==> src/rtl/first_one_drain_sequencer.sv <==
// Purpose: latch a request vector and emit one first-one code per set bit, lowest index first.
// Latency: first beat is valid the cycle after the vector is accepted; done pulses the cycle after the last beat.
// Backpressure: out_ready low holds the current beat stable; req_ready is high only in IDLE, so no reload while draining.
module first_one_drain_sequencer #(
   parameter int WIDTH  = 4,
   parameter int CODE_W = 3,
   parameter int CNT_W  = 8
) (
   input  logic              clk,
   input  logic              rst_n,
   input  logic              req_valid,
   output logic              req_ready,
   input  logic [WIDTH-1:0]  req_vec,
   input  logic              flush,
   output logic              out_valid,
   input  logic              out_ready,
   output logic [CODE_W-1:0] out_code,
   output logic              out_last,
   output logic              done,
   output logic [CNT_W-1:0]  drop_cnt
);

   localparam logic [0:0] ST_IDLE  = 1'b0;
   localparam logic [0:0] ST_DRAIN = 1'b1;

   logic [0:0]       state;
   logic [WIDTH-1:0] pending;
   logic             req_fire;
   logic             out_fire;
   logic             vec_zero;
   logic             pend_onehot;

   // Lowest set bit index plus one; zero when nothing is set.
   function automatic logic [CODE_W-1:0] first_code(input logic [WIDTH-1:0] v);
      logic [CODE_W-1:0] c;
      c = '0;
      for (int i = WIDTH - 1; i >= 0; i--) begin
         if (v[i]) c = CODE_W'(i + 1);
      end
      return c;
   endfunction

   // Handshake qualifiers and output decode, all driven from registered state.
   always_comb begin
      req_ready   = (state == ST_IDLE) && rst_n;
      req_fire    = req_valid && req_ready;
      vec_zero    = (req_vec == '0);
      pend_onehot = (pending != '0) && ((pending & (pending - WIDTH'(1))) == '0);
      out_valid   = (state == ST_DRAIN);
      out_code    = out_valid ? first_code(pending) : '0;
      out_last    = out_valid && pend_onehot;
      out_fire    = out_valid && out_ready;
   end

   // State and pending bits: flush beats handshakes, reset beats everything.
   always_ff @(posedge clk) begin
      if (!rst_n) begin
         state   <= ST_IDLE;
         pending <= '0;
      end else if (flush) begin
         state   <= ST_IDLE;
         pending <= '0;
      end else if (state == ST_IDLE) begin
         if (req_fire && !vec_zero) begin
            state   <= ST_DRAIN;
            pending <= req_vec;
         end
      end else if (out_fire) begin
         pending <= pending & (pending - WIDTH'(1));
         if (out_last) state <= ST_IDLE;
      end
   end

   // One-cycle completion pulse after the final beat is taken, suppressed by flush.
   always_ff @(posedge clk) begin
      if (!rst_n) done <= 1'b0;
      else        done <= !flush && out_fire && out_last;
   end

   // Saturating count of accepted all-zero vectors.
   always_ff @(posedge clk) begin
      if (!rst_n) begin
         drop_cnt <= '0;
      end else if (!flush && req_fire && vec_zero && (drop_cnt != '1)) begin
         drop_cnt <= drop_cnt + CNT_W'(1);
      end
   end

endmodule

==> config.mk <==
export PLATFORM = sky130hd
export DESIGN_NAME = first_one_drain_sequencer
export DESIGN_NICKNAME = d
export VERILOG_FILES = /design/src/rtl/first_one_drain_sequencer.sv
export SDC_FILE = /design/constraint.sdc
export NUM_CORES = 1
export LEC_CHECK = 0
export CORE_UTILIZATION = 40
export DETAILED_ROUTE_END_ITERATION = 10
export HOLD_SLACK_MARGIN = 0.06
export PLACE_DENSITY = 0.71
export SETUP_SLACK_MARGIN = 0.2
export SYNTH_ARGS = -nofsm -noshare
export SYNTH_HDL_FRONTEND = slang
export SYNTH_SLANG_ARGS = --single-unit
export TNS_END_PERCENT = 30
==> constraint.sdc <==
create_clock -name clk -period 1.32 [get_ports clk]
set_input_delay 0.264 -clock clk [delete_from_list [all_inputs] [get_ports clk]]
set_output_delay 0.264 -clock clk [all_outputs]
set_load 0.01 [all_outputs]
==> parameters.txt, run 1 <==
Parameter                              Value

Outcome
  Result of the run ... complete, but fails checks
  Violated checks ... negative setup slack

Placed design
  Cell count after placement ... about 150
  Post-placement worst setup slack ... -664 ps
  Estimated wirelength of the detail-placed design ... ~1700 um
  Final weighted congestion in routability-driven placement ... 0.786
  Count of buffers from port buffering ... 23

Drt
  WL met2 ... approximately 1400 um
  Post-route DRC ... 0
  Residual antenna-violating net count after detailed routing ... 0
  Top Layer Used ... met4
  M1 wire length ... roughly 1200 um
  Via count ... around 950
  Routed met3 length ... around 120 um
  Initial DRC count ... 17
  Post-detailed-route wirelength per cell ... approximately 16 um
  Final WL ... ~2700 um
  Per-cell via count in the routed design ... between 5 and 6
  Total iterations of the first detailed-routing run ... 4

Clocking
  CTS Sinks ... 14
  Root Driver ... clkbuf_4
  CTS tree ... yes
  Hold bufs inserted after CTS ... 0
  TritonCTS Buffers ... 3
  Clock-pin slew of the registers on the worst-case setup and hold paths ... about 90 ps
  Buffer levels on the longest clock path ... 2
  Clock latency on the worst-skew pair ... roughly 280 ps
  H-tree Lvls ... 1

Worst setup path
  Worst reg2reg setup slack ... -190 ps
  Required time of the worst setup path ... between 1000 and 1500 ps
  Ordered list of cells on the worst path ... nor4b_4 > a211oi_2 > nor2b_1 > buf_2
  Class of the most critical setup path ... register to primary output
  Peak per-stage delay on the critical path ... slightly below 400 ps
  Data arrival time of the critical path ... 1360 ps
  CP top delay family ... simple AND/OR/NAND/NOR gates
  Origin of the critical flop-to-flop path ... pending[1]
  Critical path depth ... 4
  Critical Path Start Type ... register
  Worst r2r dst ... pending[3]
  Max FO, Critical Path ... 5
  Critical path buffer and inverter count ... 1
  Depth of the worst register-to-register path ... 8
  Crit-path slowest cell ... dfxtp_4
  Kind of capture point of the worst setup path ... primary output

STA
  Final sum of negative setup slack ... -1310 ps
  Maximum clock skew at final layout ... 2.82 ps
  Final critical path time including I/O delays and setup ... 1620 ps
  Hold slack ... between 200 and 300 ps
  Setup WS post-layout ... -300 ps
  Unrepaired setup endpoints after global routing ... yes
  Fin. max-slew vios ... 0
  Hold Fails Final Rpt ... 0
  Final setup vio count ... 14
  Max-Slew Margin vs Limit ... 82.6%
  Tcrit/Tclk final ... 123%
  Slew at the pin with the worst max-slew slack ... between 200 and 300 ps
  Maximum clock frequency ... around 0.62 GHz

Run
  Count of max-cap constraint violations ... 0

Floorplanning
  IO Pins ... 24
  Die Span Y ... between 40 and 50 um
  Std-Cell Rows ... 15
  Initial core utilization ... 43.2%
  Chip Width ... 45.4 um
  Area enclosed by the die boundary ... between 0.002 and 0.0025 mm2
  Core Footprint ... 0.00175 mm2

Pwr
  Power per standard cell area ... slightly below 600 mW/mm2
  Leakage power total ... approximately 0.6 nW
  Maximum resistive drop on vdd ... between 0.6 and 0.7 mV

Synth
  Mean Syn Cell Area ... about 8.8 um2
  Post-Syn Nets ... 96
  Sequential element share of the synthesized area ... approximately 37%
  Synth unique cells ... 35
  Synthesized flop and latch total ... 14
  Synthesized cell area ... roughly 750 um2
  Synthesis warning total ... 0
  Number of instances in the synthesized netlist ... 86

Cells and area
  Non-filler instance count after layout ... around 170
  Antenna diode count ... 0
  Area Overhead vs Synth ... 91.5%
  Highest-count cells in the layout ignoring fill and taps ... buf_4 (24), buf_6 (15), nor2_1 (7)
  Most common library cell in the layout ignoring fill and taps ... buf_4
  Layout cells sized above 1 ... about three fifths
  Number of nets in the finished design ... about 150
  # fillers ... roughly 110

Global route
  Global-route wire length before repair ... 4000 um
  Via count of the first global-routing pass ... around 870
  Sum of overflow across all layers after global routing ... 0
  Maximum number of pins on one net before global-route repair ... 8
  Global routing usage summed across all routing layers ... 27.5%
  Number of antenna violations at the first check in global routing ... 0

Hold path
  Worst Hold Class ... input pin to register
  Cells on Worst Hold Path ... 3
  Hold Path Sink ... pending[2]
  Min-delay src ... req_vec[2]
## how the worst max path moves through the flow
stage	startpoint	slack [ps]	to
final	pending[2]	-300	out_last
after global routing	pending[0]	-360	out_last
after global placement	req_vec[1]	-600	drop_cnt[5]
after floorplan	drop_cnt[0]	-90	drop_cnt[6]
after detailed placement	req_vec[1]	-660	drop_cnt[5]
after CTS	pending[1]	-250	out_last
## cell usage after synthesis, drive strengths merged
master / instances / area share (%)
dfxtp: 14 / 37
clkbuf: 3 / 1.5
nand3: 4 / 2.7
or3: 2 / 1.7
and3: 2 / 1.7
nor2: 9 / 4.5
a31oi: 1 / 0.83
a32o: 2 / 2.7
mux2i: 1 / 1.3
o2111ai: 2 / 2.3
nor3b: 1 / 1.0
o211ai: 2 / 3.8
o21a: 2 / 2.0
nand4: 2 / 1.7
o31a: 1 / 1.2
or4: 2 / 2.0
nor3: 3 / 2.0
o31ai: 1 / 1.0
a21boi: 1 / 1.0
nor4b: 2 / 2.3
a21oi: 5 / 3.3
xor2: 4 / 4.7
o21ai: 3 / 2.0
nor4: 2 / 3.7
nand2b: 1 / 0.83
ha: 1 / 1.7
and4bb: 1 / 1.7
nand2: 5 / 2.5
a211oi: 1 / 1.0
buf: 1 / 1.0
nor2b: 3 / 2.5
inv: 2 / 1.0
## power breakdown
part           internal (mW)  switching [mW]
clock                  0.106           0.147
combinational         0.0907          0.0784
sequential             0.420          0.0106
## layer usage
metal	vias to the layer above	global-route usage [%]
met1	467	36.0
met4	0	9.09
met3	8	2.38
li1	439	-
met2	37	47.1
met5	-	0
## through the flow
step / instance area, um2 / power (mW) / utilization [%]
6_report: 1440 / 0.853 / 82.7
5_1_grt: 1440 / 0.875 / 82.7
4_1_cts: 1400 / 0.844 / 80.1
3_5_place_dp: 1180 / 0.562 / 67.8
3_3_place_gp: 1180 / 0.558 / 67.8
2_1_floorplan: 772 / 0.486 / -
## area by class of cell
type,instances,area (um2),area share [%]
inverter,2,7.51,0.520
multi-input combinational,66,601,41.6
clock buffer,3,22.5,1.56
tap,25,31.3,2.17
timing repair buffer,57,477,33.0
sequential,14,304,21.1
## sequential cells by signal (all words and copies together), names as in the netlist
signal,cells
drop_cnt,8
pending,4
out_valid,1
done,1
## kinds of logic after synthesis
| kind of cell | share of synthesized area [%] |
|---|---|
| xor+xnor | 4.65 |
| fa+ha+maj | 1.66 |
| buf+inv | 3.49 |
| compound gates | 21.1 |
| mux | 1.33 |
| simple gates | 30.6 |
| flops | 37.2 |
## what timing repair did
action	4_1_cts	5_1_grt
pin swaps	20	13
endpoints found under the hold margin	0	0
setup buffers	10	1
resized for setup	100	23
endpoints found under the setup margin	29	29
## worst min-delay path: stages
cell	delay, ps
clkbuf_2	120
nand3_1	80
a21oi_1	50
(Power assumes the default switching activity.)
==> run 2, diff against run 1 <==
--- a/constraint.sdc
+++ b/constraint.sdc
@@ -3,2 +3,2 @@
 set_output_delay 0.264 -clock clk [all_outputs]
-set_load 0.01 [all_outputs]
+set_load 0.02 [all_outputs]
==> run 2 against run 1 <==
Compared with the run above: the flow still finishes with violations (negative setup slack); clock power up 32%; non-clock buffer count shrank 1; largest cell class unchanged; highest routed layer unchanged; maximum frequency decreased by 3.6%; sequential share of layout area fell by 0.25 points; power grew 8.6%; hold slack gained 130 ps; global-route usage is 0.26 points lower; sequential power about the same.
==> parameters.txt, run 2 (same netlist as run 1, synthesis figures left out) <==
Parameter                              Value

Clocking
  TritonCTS Buffers ... 3 (unchanged)
  CTS tree ... yes (unchanged)
  H-tree Lvls ... 1 (unchanged)
  Clock-pin slew of the registers on the worst-case setup and hold paths ... 100 ps (was 90 ps)
  Buffer levels on the longest clock path ... 2 (unchanged)
  CTS Sinks ... 14 (unchanged)
  Root Driver ... clkbuf_4 (unchanged)
  Clock latency on the worst-skew pair ... 300 ps (was 280 ps)

Cells and area
  # fillers ... 104 (was 107)
  Antenna diode count ... 0 (unchanged)
  Register cell area after layout ... 302 um2 (was 304 um2)
  Layout cells sized above 1 ... 59.9% (was 59.2%)
  Area Overhead vs Synth ... 92.2% (was 91.5%)
  Combined area of the multi-input logic cells ... 583 um2 (was 601 um2)
  Fin util ... 82.9% (was 82.7%)
  Most common library cell in the layout ignoring fill and taps ... buf_4 (unchanged)
  Post-route cell area ... 0.00145 mm2 (was 0.00144 mm2)
  Largest register FFs ... 8 (unchanged)
  Reg with most FFs ... drop_cnt (unchanged)
  Highest-count cells in the layout ignoring fill and taps ... buf_4 (28), buf_6 (16), nor2_1 (7), dlygate4sd2_1 (7) (was buf_4 (24), buf_6 (15), nor2_1 (7))
  Leading registers by flop count ... drop_cnt x8, pending x4 (unchanged)
  Non-filler instance count after layout ... 167 (unchanged)
  Number of nets in the finished design ... 153 (was 154)

Drt
  Via count ... 896 (was 951)
  Post-route DRC ... 0 (unchanged)
  Total iterations of the first detailed-routing run ... 4 (unchanged)
  Residual antenna-violating net count after detailed routing ... 0 (unchanged)
  Post-detailed-route wirelength per cell ... 16.2 um (was 16.4 um)
  Per-cell via count in the routed design ... 5.37 (was 5.69)
  Final WL ... 2700 um (was 2740 um)
  Initial DRC count ... 16 (was 17)

Worst setup path
  Critical path buffer and inverter count ... 2 (was 1)
  Kind of capture point of the worst setup path ... primary output (unchanged)
  Depth of the worst register-to-register path ... 6 (was 8)
  Peak per-stage delay on the critical path ... 360 ps (was 390 ps)
  Crit-path slowest cell ... dfxtp_2 (was dfxtp_4)
  Worst reg2reg setup slack ... -210 ps (was -190 ps)
  Class of the most critical setup path ... register to primary output (unchanged)
  Origin of the critical flop-to-flop path ... drop_cnt[0] (was pending[1])
  Critical Path Start Type ... register (unchanged)
  Worst r2r dst ... drop_cnt[1] (was pending[3])
  CP top delay family ... simple AND/OR/NAND/NOR gates (unchanged)
  Most prevalent standard cell on the critical path ... buf_4
  Required time of the worst setup path ... 1060 ps (about the same)
  Data arrival time of the critical path ... 1420 ps (was 1360 ps)
  Max FO, Critical Path ... 4 (was 5)
  Ordered list of cells on the worst path ... nor4b_4 > a211oi_2 > buf_4 > nor2b_2 > buf_4 (was nor4b_4 > a211oi_2 > nor2b_1 > buf_2)

Pwr
  Final Power ... 0.927 mW (was 0.853 mW)
  Maximum resistive drop on vdd ... 0.532 mV (was 0.660 mV)
  Power per standard cell area ... 640 mW/mm2 (was 591 mW/mm2)
  Leakage power total ... 0.589 nW (about the same)

Floorplanning
  Area enclosed by the die boundary ... 0.00206 mm2 (unchanged)
  Die Span Y ... 45.4 um (unchanged)
  IO Pins ... 24 (unchanged)
  Initial core utilization ... 43.2% (unchanged)
  Chip Width ... 45.4 um (unchanged)
  Core Footprint ... 0.00175 mm2 (unchanged)
  Std-Cell Rows ... 15 (unchanged)

STA
  Tcrit/Tclk final ... 127% (was 123%)
  Final setup vio count ... 14 (unchanged)
  Setup WS post-layout ... -361 ps (was -300 ps)
  Hold Fails Final Rpt ... 0 (unchanged)
  Final sum of negative setup slack ... -2420 ps (was -1310 ps)
  Hold slack ... 407 ps (was 273 ps)
  Final critical path time including I/O delays and setup ... 1680 ps (was 1620 ps)
  Fin. max-slew vios ... 0 (unchanged)
  Max-Slew Margin vs Limit ... 73.2% (was 82.6%)
  Maximum clock frequency ... 0.595 GHz (was 0.617 GHz)
  Unrepaired setup endpoints after global routing ... yes (unchanged)
  Maximum clock skew at final layout ... 6.63 ps (was 2.82 ps)
  Slew at the pin with the worst max-slew slack ... 399 ps (was 258 ps)

Global route
  Number of antenna violations at the first check in global routing ... 0 (unchanged)
  Maximum number of pins on one net before global-route repair ... 9 (was 8)
  Global-route wire length before repair ... 3870 um (was 4000 um)
  Global routing usage summed across all routing layers ... 27.3% (was 27.5%)
  Via count of the first global-routing pass ... 866 (was 868)
  Sum of overflow across all layers after global routing ... 0 (unchanged)

Hold path
  Hold Path Sink ... pending[1] (was pending[2])
  Cells on Worst Hold Path ... 3 (unchanged)
  Min-delay src ... req_vec[1] (was req_vec[2])
  Worst Hold Class ... input pin to register (unchanged)

Placed design
  Cell count after placement ... 159 (was 153)
  Estimated wirelength of the detail-placed design ... 1650 um (was 1710 um)
  Final weighted congestion in routability-driven placement ... 0.765 (was 0.786)
  Count of buffers from port buffering ... 23 (unchanged)
  Total placed instance area ... 0.00124 mm2 (was 0.00118 mm2)
  Post-placement worst setup slack ... -613 ps (was -664 ps)

Run
  Count of max-cap constraint violations ... 0 (unchanged)

Outcome
  Result of the run ... complete, but fails checks (unchanged)
  Violated checks ... negative setup slack (unchanged)
-- run 2: cell type report --
type / count / area share [%]
clock buffers: 4 / 2.51
flip-flops and latches: 14 / 20.8
well taps: 25 / 2.16
multi-input cells: 66 / 40.3
inverters: 2 / 0.519
repair buffers: 56 / 33.7
-- run 2: how the worst max path moves through the flow --
stage                 from     endpoint  cells after the start
2_1_floorplan  drop_cnt[0]  drop_cnt[6]                      5
3_3_place_gp    req_vec[1]  drop_cnt[6]                      5
3_5_place_dp    req_vec[1]  drop_cnt[5]                      5
4_1_cts         pending[3]     out_last                      5
5_1_grt         pending[3]     out_last                      5
6_report        pending[3]     out_last                      5
-- run 2: routing by layer --
| metal | share of wire, % | track usage (%) | up-vias |
|---|---|---|---|
| li1 | - | - | 436 |
| met1 | 42 | 33.3 | 429 |
| met2 | 52 | 46.9 | 22 |
| met3 | 3.0 | 3.57 | 9 |
| met4 | 3.3 | 12.7 | 0 |
| met5 | 0 | 0 | - |
-- run 2: where the power goes --
group / switching [mW] / leakage [nW] / total, mW / internal, mW
logic: 0.0745 / 0.449 / 0.163 / 0.0889
registers: 0.00878 / 0.119 / 0.430 / 0.422
clock network: 0.164 / 0.0210 / 0.333 / 0.169
-- run 2: what timing repair did --
| action | CTS | global route |
|---|---|---|
| setup buffers | 2 | 2 |
| pin swaps | 10 | 11 |
| gates resized for setup | 104 | 22 |
| hold buffers | 0 | 0 |
| cloned | 0 | 0 |
| setup endpoints to repair | 29 | 29 |
-- run 2: tightest hold or removal path: stages --
cell and delay (ps):
dlygate4sd2_1 280, nand2_1 80, nand2_1 50
